### src/rtl/reg8_bank_sequencer.sv
// reg8_bank_sequencer: single-command sequencer driving an external register bank.
// Accepts one command at a time (LOAD_IMM, ADD, SUB, READ), reads operands through
// the bank read ports, writes results through the bank write port and presents a
// response that is held until consumed.
//
// Ports:
//   clk, rst                     clock, asynchronous active-high reset
//   cmd_valid / cmd_ready        command handshake
//   cmd_op                       00 LOAD_IMM, 01 ADD, 10 SUB, 11 READ
//   cmd_dst, cmd_src1, cmd_src2  register addresses
//   cmd_imm                      immediate for LOAD_IMM
//   write_enable/addr/data       bank write port (one-cycle strobe)
//   reg_addr_1/2, reg_data_1/2   bank read ports (data combinational from address)
//   rsp_valid / rsp_ready        response handshake
//   rsp_data1, rsp_data2         response data
//   rsp_flag                     carry (ADD) or borrow (SUB)
module reg8_bank_sequencer #(
  parameter int unsigned DATA_W = 8,
  parameter int unsigned ADDR_W = 3
) (
  input  logic              clk,
  input  logic              rst,
  input  logic              cmd_valid,
  output logic              cmd_ready,
  input  logic [1:0]        cmd_op,
  input  logic [ADDR_W-1:0] cmd_dst,
  input  logic [ADDR_W-1:0] cmd_src1,
  input  logic [ADDR_W-1:0] cmd_src2,
  input  logic [DATA_W-1:0] cmd_imm,
  output logic              write_enable,
  output logic [ADDR_W-1:0] write_addr,
  output logic [DATA_W-1:0] write_data,
  output logic [ADDR_W-1:0] reg_addr_1,
  output logic [ADDR_W-1:0] reg_addr_2,
  input  logic [DATA_W-1:0] reg_data_1,
  input  logic [DATA_W-1:0] reg_data_2,
  output logic              rsp_valid,
  input  logic              rsp_ready,
  output logic [DATA_W-1:0] rsp_data1,
  output logic [DATA_W-1:0] rsp_data2,
  output logic              rsp_flag
);

  localparam logic [1:0] OpLoad = 2'b00;
  localparam logic [1:0] OpAdd  = 2'b01;
  localparam logic [1:0] OpSub  = 2'b10;
  localparam logic [1:0] OpRead = 2'b11;

  typedef enum logic [1:0] {StIdle, StRead, StWrite, StResp} state_t;

  state_t            state_q, state_d;
  logic [1:0]        op_q;
  logic [DATA_W-1:0] op1_q, op2_q;
  logic [DATA_W-1:0] add_w;
  logic              carry;
  logic              accept;

  assign accept = cmd_valid & cmd_ready;

  // Carry out of the MSB is present exactly when the truncated sum wraps below op1.
  assign add_w = op1_q + op2_q;
  assign carry = (add_w < op1_q);

  always_ff @(posedge clk or posedge rst) begin
    if (rst) begin
      state_q <= StIdle;
    end else begin
      state_q <= state_d;
    end
  end

  always_comb begin
    state_d = state_q;
    unique case (state_q)
      StIdle:  if (accept) state_d = (cmd_op == OpLoad) ? StWrite : StRead;
      StRead:  state_d = (op_q == OpRead) ? StResp : StWrite;
      StWrite: state_d = StResp;
      StResp:  if (rsp_ready) state_d = StIdle;
      default: state_d = StIdle;
    endcase
  end

  // All outputs are registered; strobes are decoded from the next state so they
  // line up with the state they belong to.
  always_ff @(posedge clk or posedge rst) begin
    if (rst) begin
      cmd_ready    <= 1'b0;
      write_enable <= 1'b0;
      write_addr   <= '0;
      write_data   <= '0;
      reg_addr_1   <= '0;
      reg_addr_2   <= '0;
      rsp_valid    <= 1'b0;
      rsp_data1    <= '0;
      rsp_data2    <= '0;
      rsp_flag     <= 1'b0;
      op_q         <= OpLoad;
      op1_q        <= '0;
      op2_q        <= '0;
    end else begin
      cmd_ready    <= (state_d == StIdle);
      write_enable <= (state_d == StWrite);
      rsp_valid    <= (state_d == StResp);
      unique case (state_q)
        StIdle: begin
          if (accept) begin
            op_q       <= cmd_op;
            write_addr <= cmd_dst;
            reg_addr_1 <= cmd_src1;
            reg_addr_2 <= cmd_src2;
            if (cmd_op == OpLoad) write_data <= cmd_imm;
          end
        end
        StRead: begin
          op1_q <= reg_data_1;
          op2_q <= reg_data_2;
          if (op_q == OpRead) begin
            rsp_data1 <= reg_data_1;
            rsp_data2 <= reg_data_2;
            rsp_flag  <= 1'b0;
          end else if (op_q == OpAdd) begin
            write_data <= reg_data_1 + reg_data_2;
          end else begin
            write_data <= reg_data_1 - reg_data_2;
          end
        end
        StWrite: begin
          rsp_data1 <= write_data;
          rsp_data2 <= '0;
          if (op_q == OpAdd) begin
            rsp_flag <= carry;
          end else if (op_q == OpSub) begin
            rsp_flag <= (op2_q > op1_q);
          end else begin
            rsp_flag <= 1'b0;
          end
        end
        StResp: begin
        end
        default: begin
        end
      endcase
    end
  end

endmodule
### config.mk
export PLATFORM = sky130hd
export DESIGN_NAME = reg8_bank_sequencer
export DESIGN_NICKNAME = d
export VERILOG_FILES = /design/src/rtl/reg8_bank_sequencer.sv
export SDC_FILE = /design/constraint.sdc
export NUM_CORES = 1
export LEC_CHECK = 0
export CAP_MARGIN = 25
export CORE_MARGIN = 2
export CORE_UTILIZATION = 46
export DETAILED_ROUTE_END_ITERATION = 7
export PLACE_DENSITY_LB_ADDON = 0.2
export SYNTH_ARGS = -nofsm -noshare
export SYNTH_HDL_FRONTEND = slang
export SYNTH_SLANG_ARGS = --single-unit
### constraint.sdc
create_clock -name clk -period 2.4 [get_ports clk]
set_clock_uncertainty 0.05 [all_clocks]
set_input_delay 0.48 -clock clk [delete_from_list [all_inputs] [get_ports clk]]
set_output_delay 0.48 -clock clk [all_outputs]
set_load 0.01 [all_outputs]
==> impl_metrics.toml <==
[clocking]
numClockSinks = 57
cts_buffers = 9
postCtsHoldBufs = 0
path_clk_slew_ns = 0.07
cts_buffer_depth = 2
insertion_delay_ns = 0.33
cts_htree_levels = 3
cts_tree = "done"
root_buffer = "clkbuf_8"

[global_routing]
grt_usage_pct = 24.3
grt_pass1_vias = 3143
grt_max_degree = 58
antenna_found_initial = 1
grt.overflow.total = 0
grt_pass1_wl_um = 14500

[yosys]
ys_warn_count = 0
synth-seq-area-share_pct = 42.9
postSynthNetCount = 432
synth_area_um2 = 3330
synth_seq_cells = 57
synth.area.top_cells = "dfrtp_1 43%, ha_1 11%, nand2_1 8.6%"
synthDistinctLibCells = 39
synth_top_area_cell = "dfrtp_1"
synth_top_area_share_pct = 42.9
synth_cells = 362
avgSynthCellArea_um2 = 9.19

[power]
p_per_area_nw_per_um2 = 1350
leakage_nw = 2.29
finalPower_mw = 6.67
irDropWorstVdd_uv = 621

[timing]
hold_ws_ns = 0.455
period_share_pct = 105
slew_headroom_pct = 58.0
setup_ws_ns = -0.117
final_max_slew_viol_count = 0
finalHoldViolCount = 0
setup_viol = 1
worstMarginPinSlew_ns = 0.628
rsz0062_at_grt = "yes"
fmax_ghz = 0.397
period_needed_ns = 2.52

[routing]
antenna_left = 0
vias = 3136
dr.pass1.iters = 4
routed_wl_um = 9020
drc = 0
via_per_inst = 5.29
wire_per_inst_um = 15.2
drt_first_iter_violations = 198

[outcome]
outcome = "complete, but fails checks"
violations = "negative setup slack"

[place]
place_congestion = 0.915
place_area_um2 = 4590
hpwl_um = 6800
placedCellCount = 574
portBuffers = 75

[floorplanning]
std_cell_rows = 30
die-area_um2 = 7930
die_w_um = 89.0
core_um2 = 6910
die_h_um = 89.0
pin_count = 76
start_util_pct = 48.2

[finish]
regArea_um2 = 1430
fillerInstances = 547
finalNetCount = 561
final_area_um2 = 4960
multi_input_area_um2 = 1910
final-instance-count-excl-fill = 593
drive_above_1_share_pct = 22.4
fin_util_pct = 71.8
syn_to_final_growth_pct = 49.1

[flow_run]
timing.max_cap.violations = 0

[setup_path]
start_kind = "register"
critPathMaxFanout = 3
critPathArrivalTime_ns = 2.70
critPathKind = "register to register"
crit_required_ns = 2.58
endpoint_kind = "register"

[worst_hold_path]
hold_path.class = "register to register"
-- state kept, by name, summed over array words and instances (netlist names), 2 cells and up --
name / flops
op1_q: 8
op2_q: 8
op_q: 2
reg_addr_1: 3
reg_addr_2: 3
rsp_data1: 8
rsp_data2: 8
state_q: 2
write_addr: 3
write_data: 8
-- synthesized netlist by cell type --
| master | number |
|---|---|
| nand2b_1 | 4 |
| buf_4 | 1 |
| a31oi_1 | 9 |
| nand4bb_1 | 1 |
| nor2_1 | 22 |
| inv_1 | 15 |
| and4b_4 | 1 |
| a21oi_1 | 16 |
| mux2_2 | 12 |
| nor3_1 | 8 |
| a211o_1 | 1 |
| nor4b_1 | 1 |
| o21bai_1 | 3 |
| o21ai_0 | 25 |
| nor3b_1 | 1 |
| inv_2 | 1 |
| nor2b_1 | 6 |
| nand4_1 | 1 |
| fa_1 | 2 |
| or4_1 | 2 |
| a221oi_1 | 1 |
| a21o_1 | 3 |
| a211oi_1 | 7 |
| xnor2_1 | 6 |
| and3_1 | 4 |
| ha_1 | 29 |
| xor2_1 | 7 |
| o211ai_1 | 5 |
| clkbuf_1 | 12 |
| dfrtp_1 | 57 |
| o21a_1 | 2 |
| mux2i_1 | 4 |
| o21ba_2 | 1 |
| nand3_1 | 9 |
| nand2_1 | 76 |
| o31ai_1 | 2 |
| nor4_1 | 1 |
| buf_2 | 1 |
| o311ai_0 | 3 |
-- cell usage in the layout, fill, tap and decap left out, types with 13 or more instances in the layout --
| master | n |
|---|---|
| dfrtp_1 | 57 |
| nor2_1 | 22 |
| inv_1 | 13 |
| clkdlybuf4s50_1 | 69 |
| ha_1 | 25 |
| nand2_1 | 76 |
| buf_4 | 53 |
| o21ai_0 | 23 |
-- worst paths after layout --
kind	startpoint	end	slack [ns]	depth (start not counted)
worst max-delay path	op2_q[1]$_DFFE_PP0P_	rsp_flag$_DFFE_PP0P_	-0.12	11
worst min-delay path	op2_q[7]$_DFFE_PP0P_	op2_q[7]$_DFFE_PP0P_	0.45	2
worst max register to register	op2_q[1]$_DFFE_PP0P_	rsp_flag$_DFFE_PP0P_	-0.12	11
worst min register to register	op2_q[7]$_DFFE_PP0P_	op2_q[7]$_DFFE_PP0P_	0.45	2
max in group asynchronous	rst	rsp_data1[6]$_DFFE_PP0P_	1.58	3
min in group asynchronous	rst	reg_addr_1[1]$_DFFE_PP0P_	0.46	3
-- cell type report --
type,count,area share [%]
multi-input combinational,275,38.6
inverter,16,1.21
clock buffer,11,3.05
timing repair buffer,132,24.4
sequential,57,28.8
clock inverter,5,1.56
antenna,1,0.0505
tap,96,2.42
-- kinds of logic (layout without fill, tap and decap cells) --
logic type | Yosys count | after routing | share of synthesized area [%]
and+or+nand+nor | 137 | 137 | 18.3
AOI/OAI and AO/OA | 78 | 78 | 14.4
DFF | 57 | 57 | 42.9
adders and majority gates | 31 | 31 | 12.1
buffers and inverters | 30 | 164 | 3.54
muxes | 16 | 16 | 5.27
xor gates and xnor gates | 13 | 13 | 3.42
other | 0 | 1 | 0
-- stage by stage --
step,setup TNS [ns],setup WS (ns)
2_1_floorplan,-0.0737,-0.0737
3_3_place_gp,-3.23,-0.577
3_5_place_dp,-3.47,-0.639
4_1_cts,-0.187,-0.187
5_1_grt,-0.314,-0.285
6_report,-0.117,-0.117
-- worst max-delay path: stages, from the launching register on --
cell      delay, ns
dfrtp_1        0.42
buf_6          0.14
fa_2           0.38
nand2b_1       0.11
a21oi_2        0.06
o21ba_2        0.19
or4_4          0.41
nand3_2        0.10
ha_4           0.19
o211ai_1       0.07
a21oi_1        0.07
o311ai_1       0.22
-- metal layers --
metal,wire (µm),GRT usage (%)
met2,4250,38.5
met5,0,0
met1,3960,30.8
met4,205,11.8
met3,598,6.74
-- power by group --
| group | switching, mW | internal, mW | leakage [nW] |
|---|---|---|---|
| logic | 1.91 | 2.05 | 1.47 |
| clock network | 0.403 | 0.638 | 0.115 |
| registers | 0.284 | 1.39 | 0.705 |
-- timing repair --
action / in CTS / in global routing
buffers inserted: 2 / 0
pin swaps: 10 / 13
setup endpoints to repair: 7 / 6
resized for setup: 8 / 23
hold endpoints to repair: 0 / 0
(Power assumes the default switching activity.)
